<file path="config.mk">
export PLATFORM = sky130hd
export DESIGN_NAME = multicycle_sequencer
export DESIGN_NICKNAME = d
export VERILOG_FILES = /design/src/rtl/multicycle_sequencer_pkg.sv /design/src/rtl/multicycle_sequencer.sv
export SDC_FILE = /design/constraint.sdc
export NUM_CORES = 1
export LEC_CHECK = 0
export BUFFER_PORTS_ARGS = -buffer_cell sky130_fd_sc_hd__buf_2
export CORE_UTILIZATION = 40
export CTS_CLUSTER_SIZE = 12
export DETAILED_ROUTE_END_ITERATION = 10
export PLACE_DENSITY_LB_ADDON = 0.1
export SKIP_LAST_GASP = 1
export SLEW_MARGIN = 20
export SYNTH_ARGS = -nofsm -noshare
export SYNTH_HDL_FRONTEND = slang
export SYNTH_SLANG_ARGS = --single-unit
</file>
<file path="constraint.sdc">
create_clock -name clk -period 3.4 [get_ports clk]
set_clock_uncertainty 0.05 [all_clocks]
set_input_delay 0.68 -clock clk [delete_from_list [all_inputs] [get_ports clk]]
set_output_delay 0.68 -clock clk [all_outputs]
set_load 0.03 [all_outputs]
</file>
<file path="src/rtl/multicycle_sequencer_pkg.sv">
// Shared definitions for the SimpleRISC multi-cycle sequencer: opcodes, FSM states,
// PC source selects and fault codes.
package multicycle_sequencer_pkg;

  typedef enum logic [2:0] {
    StIdle   = 3'd0,
    StFetch  = 3'd1,
    StDecode = 3'd2,
    StExec   = 3'd3,
    StMem    = 3'd4,
    StWb     = 3'd5,
    StFault  = 3'd6
  } state_e;

  localparam logic [4:0] OP_NOP  = 5'h00;
  localparam logic [4:0] OP_ADD  = 5'h01;
  localparam logic [4:0] OP_SUB  = 5'h02;
  localparam logic [4:0] OP_LW   = 5'h03;
  localparam logic [4:0] OP_SW   = 5'h04;
  localparam logic [4:0] OP_BEQ  = 5'h05;
  localparam logic [4:0] OP_JUMP = 5'h06;
  localparam logic [4:0] OP_RET  = 5'h07;

  localparam logic [1:0] PC_SRC_SEQ    = 2'b00;
  localparam logic [1:0] PC_SRC_BRANCH = 2'b01;
  localparam logic [1:0] PC_SRC_JUMP   = 2'b10;
  localparam logic [1:0] PC_SRC_RET    = 2'b11;

  localparam logic [1:0] FAULT_NONE    = 2'b00;
  localparam logic [1:0] FAULT_ILLEGAL = 2'b01;
  localparam logic [1:0] FAULT_TIMEOUT = 2'b10;

  function automatic logic op_is_legal(input logic [4:0] op);
    return op <= OP_RET;
  endfunction

  // Opcodes that need the ALU phase; the rest complete in DECODE.
  function automatic logic op_needs_exec(input logic [4:0] op);
    return (op == OP_ADD) || (op == OP_SUB) || (op == OP_LW) || (op == OP_SW) ||
           (op == OP_BEQ);
  endfunction

endpackage

</file>
<file path="src/rtl/multicycle_sequencer.sv">
// Multi-cycle FETCH/DECODE/EXEC/MEM/WB sequencer with memory handshake, retire counter
// and sticky illegal-opcode / memory-timeout trapping.
module multicycle_sequencer
  import multicycle_sequencer_pkg::*;
#(
  parameter int unsigned MEM_TIMEOUT = 16,
  parameter int unsigned CNT_W       = 32
) (
  input  logic             clk,
  input  logic             rst_n,
  input  logic             start,
  input  logic             halt_req,
  input  logic [4:0]       opcode,
  input  logic             alu_zero,
  input  logic             mem_ready,
  output logic             mem_req,
  output logic             mem_we,
  output logic             mem_addr_sel,
  output logic             ir_write,
  output logic             alu_en,
  output logic             reg_write,
  output logic             pc_write,
  output logic [1:0]       pc_src,
  output logic             retire,
  output logic [CNT_W-1:0] retired_cnt,
  output logic             busy,
  output logic [1:0]       fault,
  output logic [2:0]       state_o
);

  localparam int unsigned WaitW = $clog2(MEM_TIMEOUT);
  localparam logic [WaitW-1:0] WaitLast = WaitW'(MEM_TIMEOUT - 1);

  state_e             state_q, state_d;
  logic [1:0]         fault_q, fault_d;
  logic [4:0]         op_q;
  logic [WaitW-1:0]   wait_q;
  logic [CNT_W-1:0]   cnt_q;
  logic               timeout;

  assign timeout = mem_req && !mem_ready && (wait_q == WaitLast);

  always_ff @(posedge clk or negedge rst_n) begin
    if (!rst_n) begin
      state_q <= StIdle;
      fault_q <= FAULT_NONE;
    end else begin
      state_q <= state_d;
      fault_q <= fault_d;
    end
  end

  // Wait counter restarts whenever a request completes or is abandoned, so each
  // FETCH/MEM entry starts from zero.
  always_ff @(posedge clk or negedge rst_n) begin
    if (!rst_n) begin
      op_q   <= OP_NOP;
      wait_q <= '0;
      cnt_q  <= '0;
    end else begin
      if (state_q == StDecode) op_q <= opcode;
      if (mem_req && !mem_ready && !timeout) wait_q <= wait_q + WaitW'(1);
      else wait_q <= '0;
      if (retire) cnt_q <= cnt_q + CNT_W'(1);
    end
  end

  always_comb begin
    state_d = state_q;
    fault_d = fault_q;
    unique case (state_q)
      StIdle:   if (start) state_d = StFetch;
      StFetch: begin
        if (mem_ready) state_d = StDecode;
        else if (timeout) begin
          state_d = StFault;
          fault_d = FAULT_TIMEOUT;
        end
      end
      StDecode: begin
        if (!op_is_legal(opcode)) begin
          state_d = StFault;
          fault_d = FAULT_ILLEGAL;
        end else if (op_needs_exec(opcode)) begin
          state_d = StExec;
        end
      end
      StExec: begin
        if (op_q == OP_ADD || op_q == OP_SUB) state_d = StWb;
        else if (op_q == OP_LW || op_q == OP_SW) state_d = StMem;
      end
      StMem: begin
        if (mem_ready && op_q == OP_LW) state_d = StWb;
        else if (timeout) begin
          state_d = StFault;
          fault_d = FAULT_TIMEOUT;
        end
      end
      StWb:    state_d = state_q;
      StFault: state_d = state_q;
      default: state_d = StIdle;
    endcase
    if (retire) state_d = halt_req ? StIdle : StFetch;
  end

  always_comb begin
    mem_req      = 1'b0;
    mem_we       = 1'b0;
    mem_addr_sel = 1'b0;
    ir_write     = 1'b0;
    alu_en       = 1'b0;
    reg_write    = 1'b0;
    pc_write     = 1'b0;
    pc_src       = PC_SRC_SEQ;
    retire       = 1'b0;
    unique case (state_q)
      StFetch: begin
        mem_req  = 1'b1;
        ir_write = mem_ready;
      end
      StDecode: begin
        case (opcode)
          OP_NOP: begin
            pc_write = 1'b1;
            retire   = 1'b1;
          end
          OP_JUMP: begin
            pc_write = 1'b1;
            pc_src   = PC_SRC_JUMP;
            retire   = 1'b1;
          end
          OP_RET: begin
            pc_write = 1'b1;
            pc_src   = PC_SRC_RET;
            retire   = 1'b1;
          end
          default: ;
        endcase
      end
      StExec: begin
        alu_en = 1'b1;
        if (op_q == OP_BEQ) begin
          pc_write = 1'b1;
          pc_src   = alu_zero ? PC_SRC_BRANCH : PC_SRC_SEQ;
          retire   = 1'b1;
        end
      end
      StMem: begin
        mem_req      = 1'b1;
        mem_addr_sel = 1'b1;
        mem_we       = (op_q == OP_SW);
        if (mem_ready && op_q == OP_SW) begin
          pc_write = 1'b1;
          retire   = 1'b1;
        end
      end
      StWb: begin
        reg_write = 1'b1;
        pc_write  = 1'b1;
        retire    = 1'b1;
      end
      default: ;
    endcase
  end

  assign retired_cnt = cnt_q;
  assign busy        = (state_q != StIdle) && (state_q != StFault);
  assign fault       = fault_q;
  assign state_o     = state_q;

endmodule

</file>
* Word-level counts from Yosys, hierarchy flattened
Index checks and enable logic that the tools add are counted.
W data, S select, Z words.
** Storage, ports and cells
- Register bits :: 46
- Latch bits :: 0
- RAM bits :: 0
- Bits in read-only memories :: 0
- Output and inout bits :: 48
- Word-level logic and storage cells :: 89
- Memories kept :: 0
** Operators by class
- $add $sub $neg :: 2
- Multipliers :: 0
- Divide/modulo/power cells :: 0
- Magnitude comparators :: 1
- Equal/unequal tests :: 27
- Shift-type cells :: 0
- Mux-type cells :: 31
- Bitwise logic cells :: 0
- Reduce and logical (&&, ||, !) cells :: 23
** Operators by type and width (count)
- $add A32 B1 Y32 const B :: 1
- $eq A5 B3 Y1 const B :: 6
- $mux W3 :: 9
- $eq A5 B2 Y1 const B :: 4
- $pmux W3 S6 :: 1
- $mux W1 :: 12
- $eq A5 B1 Y1 const B :: 2
- $eq A3 B3 Y1 const B :: 3
- $mux W2 :: 4
- $pmux W2 S2 :: 2
- $reduce_and A4 Y1 :: 2
- $eq A3 B2 Y1 const B :: 2
- $logic_and A1 B1 Y1 :: 6
- $logic_or A1 B1 Y1 :: 6
- $ne A2 B2 Y1 const B :: 3
- $ne A3 B3 Y1 const B :: 2
- $pmux W2 S3 :: 1
- $reduce_bool A3 Y1 :: 2
- $le A5 B3 Y1 const B :: 1
- $logic_not A5 Y1 :: 1
- $add A4 B1 Y4 const B :: 1
- $eq A4 B4 Y1 const B :: 1
- $mux W4 :: 1
- $ne A4 B3 Y1 const B :: 1
- 8 further kinds :: 10

* Logic depth before layout (Yosys ltp)
Gate-level depths: netlist of run 1.
- Word-level depth :: 9
- Depth in mapped cells :: 9
- Depth with buffers taken out :: 7

* Worst setup path after synthesis of run 1
OpenSTA, ideal clock, no wires.
- Path kind :: reg2out
- Start :: reg state_q[0] (netlist: state_o[0])
- End :: out retire
- Arrival :: 1983 ps
- Path slack :: 687 ps
- Stages on the path, launching flop included :: 9
- Path buffers :: 3
- Cells stage by stage :: dfrtp_1 > nand3b_1 > inv_2 > a22oi_1 > o211a_1 > buf_6 > inv_1 > buf_2 > buf_4
** Between the ends
- Word-level cells in the longest chain between the ends :: 2
- Elaborated cells on any way between the ends :: 5
- Those cells by class :: eq/ne (4); mux (1)
** Ends and longest elaborated chain
- start: declaration :: RTL line multicycle_sequencer.sv:34 : state_e state_q, state_d;
- start signal: assignment :: RTL line multicycle_sequencer.sv:45 : state_q <= StIdle;
- start signal: assignment :: RTL line multicycle_sequencer.sv:48 : state_q <= state_d;
- $eq A3 B3 Y1 or $eq A3 B2 Y1 (tied branches)
- $pmux W1 S4 *
- end: declaration :: RTL line multicycle_sequencer.sv:24 : output logic retire,
Mark *: on every way between the ends. The rest lies on a longest branch, timed or not.

* Worst setup path in the final report of run 1
- Start :: reg state_q[0] (netlist: state_o[0])
- End :: out pc_write
** Between the ends
- Word-level cells in the longest chain between the ends :: 2
- Elaborated cells on any way between the ends :: 5
- Those cells by class :: eq/ne (4); mux (1)
** Ends and longest elaborated chain
- $eq A3 B3 Y1 or $eq A3 B2 Y1 (tied branches) :: RTL line multicycle_sequencer.sv:116 : unique case (state_q)
- $pmux W1 S4 * :: RTL line multicycle_sequencer.sv:116
- end: declaration :: RTL line multicycle_sequencer.sv:22 : output logic pc_write,
Marked as above.

==> flow_summary_export.csv, run 1 <==
group,metric,value,unit
run_status,outcome,"completed",
final_layout,antenna-diode-count,0,
routing,drc,0,
synthesis,avgSynthCellArea,9.96,um2
final_layout,utilization,48.4,%
synthesis,synthArstFlopShare,100,%
routing,dr.pass1.iters,4,
final_layout,layout.nets,314,
pwr,power_frac_clock,18.3,%
clock_tree,cts_hold_buf,0,
routing,wl_met3,247,um
synthesis,seq_area_frac_synth,47.4,%
setup_path,cp-start-kind,"flop",
clock_tree,clk_latency,0.29,ns
placed_design,gp_congestion,0.801,
clock_tree,cts-htree-levels,2,
pwr,p_sw,0.746,mW
routing,drt_iter0_markers,71,
clock_tree,clockRootBuffer,"clkbuf_8",
pwr,p_seq_share,43.8,%
synthesis,synth_edf_count,0,
die,initial_core_util,41.3,%
clock_tree,cts_resized,0,
clock_tree,cts_sinks,46,
timing,relSlewSlack,61.4,%
timing,rsz0062_at_grt,"no",
min_path,hold_path.class,"primary input to async pin",
placed_design,port_buffers,58,
setup_path,path_class,"flop to output pin",
die,core-area,0.00589,mm2
global_route,grt_use_total,17.7,%
global_route,grt_max_degree,47,
synthesis,synth-compound-area-share,5.56,%
setup_path,max_stage_delay,0.65,ns
pwr,vdd_drop_max,365,uV
synthesis,syn-instance-count,244,
timing,period_needed,2.91,ns
setup_path,crit_arrival,2.18,ns
routing,vias,1982,
global_route,grt_pass1_vias,1833,
synthesis,synthAdderAreaFrac,1.03,%
routing,routed_wl,5.32,mm
synthesis,synth-seq-cells,46,
timing,setup_viol,0,
timing,fmax,0.344,GHz
clock_tree,post_cts_buffers,0,
synthesis,synth_top_family_by_area,"simple AND/OR/NAND/NOR gates",
final_layout,nFillCells,587,
pwr,power.density,610,mW/mm2
clock_tree,clk_pin_slew,0.08,ns
flow_run,maxCapViolCount,0,
setup_path,required,2.67,ns
clock_tree,cts_tree,"yes",
timing,fin_crit_sh,85.6,%
timing,tightest_slew,0.579,ns
pwr,switching_share,42.9,%
routing,top_layer_used,"met4",
global_route,antenna_found_initial,0,
setup_path,end_kind,"output pin",
die,dieArea,0.00639,mm2
pwr,total_power,1.74,mW
synthesis,synth.net_count,257,
routing,viasPerCell,5.27,
synthesis,synth_ff_type,"dfrtp_1",
clock_tree,clk_path_buf_depth,2,
routing,wire_per_inst,14.1,um
synthesis,synthesis.area,0.00243,mm2
placed_design,dp_hpwl,3.82,mm
synthesis,yosys_warnings,0,
timing,hold_violations,0,
pwr,leakage,1.29,nW
setup_path,path_max_fanout,18,
pwr,power_frac_comb,37.9,%
final_layout,drive_gt1_share,26.2,%
synthesis,synth_xor_area_share,12.6,%
routing,wl_met1,2.41,mm
synthesis,yosys.area_share.simple,29.1,%
timing,finalMaxSlewViolations,0,
timing,tns,0,ns
routing,wl_met2,2.58,mm
die,die_y,79.9,um
clock_tree,numCtsBuffers,5,
final_layout,area_growth,17.2,%
setup_path,slowest_stage,"dfrtp_1",
setup_path,critical_path.cell_chain,"nand3b_1 -> inv_2 -> a22oi_1 -> o211a_1 -> buf_4 -> inv_1 -> buf_2",
pwr,p_int,0.991,mW
synthesis,synth_mux_area_share,0.412,%
die,die-width,79.9,um
setup_path,r2r_cells,7,
die,core.rowCount,28,
die,boundaryPins,59,
global_route,grt_first_pass_wirelength,8.67,mm
global_route,grt-ovfl-total,0,
synthesis,yosysUniqueCellTypes,44,
routing,drtAntennaViolNets,0,
## kinds of logic after synthesis
logic type | after synthesis
AOI/OAI and AO/OA | 20
xor gates and xnor gates | 34
adders and majority gates | 2
buffers and inverters | 18
DFF | 46
muxes | 1
and+or+nand+nor | 123
## worst max-delay path, delay by kind of cell (launching register included)
family,cells,cell delay (ns)
AOI/OAI and AO/OA,2,0.33
DFF,1,0.65
and+or+nand+nor,1,0.24
buffers and inverters,4,0.66
## registers in the layout, summed over array words and instances, names as in the netlist
register and flops:
state_o 3, wait_q 4, op_q 5, fault 2, retired_cnt 32
## worst paths after layout
path	from	endpoint	slack, ns
min in group clk	wait_q[0]$_DFF_PN0_	wait_q[0]$_DFF_PN0_	0.42
max reg2reg	state_o[0]$_DFFE_PN0P_	retired_cnt[30]$_DFFE_PN0P_	0.99
max in group asynchronous	rst_n	op_q[2]$_DFFE_PN0P_	2.58
min reg2reg	wait_q[0]$_DFF_PN0_	wait_q[0]$_DFF_PN0_	0.42
min	rst_n	fault[1]$_DFFE_PN0P_	0.33
max	state_o[0]$_DFFE_PN0P_	pc_write	0.49
## power by group through the flow
stage	Combinational, mW	Sequential [mW]	Clock [mW]
5_1_grt	0.730	0.782	0.353
3_3_place_gp	0.665	0.769	0
6_report	0.658	0.761	0.318
2_1_floorplan	0.481	0.781	0
4_1_cts	0.665	0.761	0.332
3_5_place_dp	0.663	0.770	0
## synthesized netlist by cell type (2+ instances only)
cell type	instances	area (um2)
dfrtp_1	46	1150
xnor2_1	22	193
nand4_1	16	100
and2_1	2	12.5
buf_2	5	25.0
inv_1	6	22.5
nand3b_1	2	15.0
o21ai_0	6	30.0
nand2b_1	2	12.5
buf_4	2	15.0
and3_1	8	50.1
nor4_1	6	37.5
nor4b_4	2	47.6
a21oi_1	4	20.0
xor2_1	11	96.3
nor3b_1	2	15.0
nor2_1	17	63.8
nor2b_1	6	37.5
nand2_1	32	120
nor3_1	5	25.0
a31oi_1	2	12.5
nand3_1	12	60.1
clkbuf_1	2	7.51
or3_1	4	25.0
ha_1	2	25.0
buf_6	2	22.5
## layer usage
metal / GRT usage [%] / up-vias
met5: 0 / -
met4: 5.36 / 0
met3: 4.11 / 8
met2: 29.8 / 59
met1: 22.4 / 954
li1: - / 961
## layout make-up
| class | instances | area [um2] | area share (%) |
|---|---|---|---|
| Tap cell | 75 | 93.8 | 3.30 |
| Clock buffer | 5 | 68.8 | 2.42 |
| Timing Repair Buffer | 61 | 315 | 11.1 |
| Clock inverter | 2 | 10.0 | 0.351 |
| Multi-Input combinational cell | 180 | 1180 | 41.5 |
| Inverter | 7 | 26.3 | 0.923 |
| Sequential cell | 46 | 1150 | 40.4 |
## cell usage in the layout, fill, tap and decap left out, types with 2 or more instances in the layout
cell type / n
buf_2: 57
clkinv_2: 2
nand2b_1: 2
nor4_1: 6
and3_1: 8
ha_1: 2
buf_4: 4
nand3_1: 12
a31oi_1: 2
or3_1: 4
xnor2_1: 22
and2_1: 2
nand4_1: 16
nor3_1: 5
nor4b_4: 2
clkbuf_8: 5
inv_1: 6
a21oi_1: 4
dfrtp_1: 46
xor2_1: 11
nor2b_1: 6
nand3b_1: 2
nor2_1: 17
o21ai_0: 6
nand2_1: 32
nor3b_1: 2
## stage by stage
step	cells	hold WS, ns	area (um2)	worst slack [ns]
6_report	376	0.331	2850	0.490
5_1_grt	376	0.376	2850	0.346
4_1_cts	376	0.415	2850	0.485
3_5_place_dp	369	0.403	2770	0.812
3_3_place_gp	369	0.403	2770	0.841
2_1_floorplan	244	0.334	2430	0.687
Power figures use the tool's default switching activity.
==> run 2, diff against run 1 <==
Settings changed: ABC_AREA set to 1, GPL_ROUTABILITY_DRIVEN set to 0.
==> run 2 against run 1 <==
Final area up 24%. Power up 19%. Clock power up 59%. Via count up 51%. Critical endpoint unchanged.
==> flow_summary_export.csv, run 2 <==
group,metric,value,unit
synthesis,avgSynthCellArea,6.62,um2
final_layout,area_growth,16.7,%
routing,viasPerCell,4.84,
timing,fin_crit_sh,86.2,%
timing,rsz0062_at_grt,"no",
clock_tree,cts_sinks,46,
setup_path,path_common_cell,"nand3_1",
setup_path,end_kind,"output pin",
global_route,grt_first_pass_wirelength,12.8,mm
synthesis,seq_area_frac_synth,38.0,%
timing,fmax,0.341,GHz
pwr,vdd_drop_max,340,uV
pwr,switching_share,43.0,%
final_layout,largest_reg_flops,32,
setup_path,cp-start-kind,"flop",
clock_tree,cts-htree-levels,2,
global_route,grt_use_total,21.0,%
synthesis,netlist_top_cells_area,"dfrtp_1 (38%), nand2_1 (24%), nor2_1 (6.7%)",
routing,drtAntennaViolNets,0,
die,die_y,89.1,um
pwr,p_sw,0.890,mW
die,initial_core_util,41.6,%
synthesis,synth_largest_area_cell,"dfrtp_1",
timing,tightest_slew,0.582,ns
routing,drt_iter0_markers,112,
timing,relSlewSlack,61.2,%
setup_path,critical_path.cell_chain,"inv_2 -> nand3_1 -> nor2_2 -> nand3_1 -> nand4_2 -> buf_2",
run_status,outcome,"completed",
global_route,antenna_found_initial,0,
synthesis,synthesis.area,0.00303,mm2
clock_tree,post_cts_buffers,0,
synthesis,yosysUniqueCellTypes,30,
flow_run,maxCapViolCount,0,
clock_tree,clockRootBuffer,"clkbuf_8",
final_layout,layout_common_cells,"nand2_1 (190), buf_2 (57), nor2_1 (54)",
final_layout,drive_gt1_share,17.0,%
die,die-width,89.1,um
timing,period_needed,2.93,ns
die,dieArea,0.00793,mm2
die,core-area,0.00729,mm2
pwr,power.density,585,mW/mm2
setup_path,path_max_fanout,16,
routing,dr.pass1.iters,4,
routing,routed_wl,7.74,mm
routing,drc,0,
global_route,grt-ovfl-total,0,
timing,worst_slack,0.471,ns
timing,setup_viol,0,
synthesis,synth_ff_type,"dfrtp_1",
setup_path,r2r_slack,1.08,ns
setup_path,path_class,"flop to output pin",
synthesis,yosysMostFrequentCell,"nand2_1",
synthesis,yosys_warnings,0,
global_route,grt_max_degree,47,
timing,tns,0,ns
placed_design,dpl-instance-area,0.00340,mm2
timing,hold_violations,0,
clock_tree,cts_resized,0,
placed_design,placed_cells,608,
clock_tree,cts_hold_buf,0,
synthesis,synth_edf_count,0,
final_layout,layout.nets,529,
synthesis,synth_top_area_share,38.0,%
placed_design,pre_cts_ws,0.763,ns
die,core.rowCount,31,
synthesis,synth.net_count,471,
synthesis,synth_common_cells,"nand2_1 (190), nor2_1 (54), dfrtp_1 (46), inv_1 (44), nand3_1 (29)",
final_layout,layout_commonest_cell,"nand2_1",
clock_tree,clk_latency,0.30,ns
final_layout,final_area,0.00354,mm2
setup_path,crit_arrival,2.20,ns
placed_design,dp_hpwl,6.03,mm
global_route,grt_pass1_vias,2776,
final_layout,antenna-diode-count,0,
clock_tree,clk_pin_slew,0.09,ns
clock_tree,cts_tree,"yes",
clock_tree,numCtsBuffers,5,
routing,vias,2984,
pwr,leakage,1.85,nW
pwr,p_seq_share,36.2,%
pwr,power_frac_clock,24.4,%
placed_design,port_buffers,58,
routing,wire_per_inst,12.6,um
clock_tree,clk_path_buf_depth,2,
synthesis,synthArstFlopShare,100,%
setup_path,required,2.67,ns
setup_path,slowest_stage,"dfrtp_1",
die,boundaryPins,59,
min_path,hold_path.class,"primary input to async pin",
pwr,p_int,1.18,mW
synthesis,synth-seq-cells,46,
setup_path,max_stage_delay,0.45,ns
final_layout,final_cells,616,
pwr,power_frac_comb,39.4,%
timing,finalMaxSlewViolations,0,
synthesis,syn-instance-count,458,
run 2: cell count changes in the layout (fill, tap and decap cells not counted), sizes merged, moves of 13 or more:
cell,change
nand2,+159
nor2,+45
inv,+41
nand4,-13
nand3,+19
o21ai,+13
xnor2,-17
run 2: routing by layer:
metal  vias up  wire length, um  track usage [%]
met5         -                0                0
met3        10              340             3.42
li1       1540                -                -
met1      1354             3490             25.2
met2        80             3770             38.5
met4         0              140             6.78
run 2: path summary, 6_finish.rpt:
check	cells after the start	from	end
setup / recovery	6	state_o[2]$_DFFE_PN0P_	pc_write
hold / removal	1	rst_n	retired_cnt[7]$_DFFE_PN0P_
setup reg to reg	9	state_o[2]$_DFFE_PN0P_	retired_cnt[10]$_DFFE_PN0P_
hold reg to reg	1	wait_q[0]$_DFF_PN0_	wait_q[0]$_DFF_PN0_
max in group asynchronous	1	rst_n	state_o[0]$_DFFE_PN0P_
min in group clk	1	wait_q[0]$_DFF_PN0_	wait_q[0]$_DFF_PN0_
run 2: logic make-up (layout without fill, tap and decap cells):
family,count (synthesis),in the layout,share of synthesized area [%]
XOR/XNOR,16,16,4.62
AO/OA/AOI/OAI,25,25,4.62
adder cells (fa/ha/maj),2,2,0.825
AND/OR/NAND/NOR,312,312,43.9
flip-flops,46,46,38.0
buffers and inverters,57,116,8.13
run 2: metrics by stage:
stage	utilization (%)	power (mW)	hold slack, ns
finish	48.6	2.07	0.327
global placement	46.6	1.57	0.406
detailed placement	46.6	1.58	0.411
CTS	48.5	2.09	0.424
floorplan	-	1.37	0.334
global route	48.6	2.22	0.370
run 2: worst max-delay path, delay by kind of cell, from the launching register on:
family / cells / cell delay, ns
buffers and inverters: 2 / 0.43
DFF: 1 / 0.45
and+or+nand+nor: 4 / 1.01
run 2: power groups by stage:
stage	Clock [mW]	Combinational, mW	Sequential [mW]
after floorplan	0	0.531	0.839
after global placement	0	0.815	0.755
after detailed placement	0	0.817	0.759
after CTS	0.520	0.820	0.748
after global routing	0.547	0.904	0.766
final	0.506	0.815	0.749
run 2: layout make-up:
| class | instances | area, um2 |
|---|---|---|
| Fill cell | 824 | 3750 |
| Inverter | 48 | 180 |
| Tap cell | 99 | 124 |
| Timing Repair Buffer | 60 | 308 |
| Sequential cell | 46 | 1150 |
| Clock buffer | 6 | 82.6 |
| Multi-Input combinational cell | 355 | 1640 |
| Clock inverter | 2 | 60.1 |
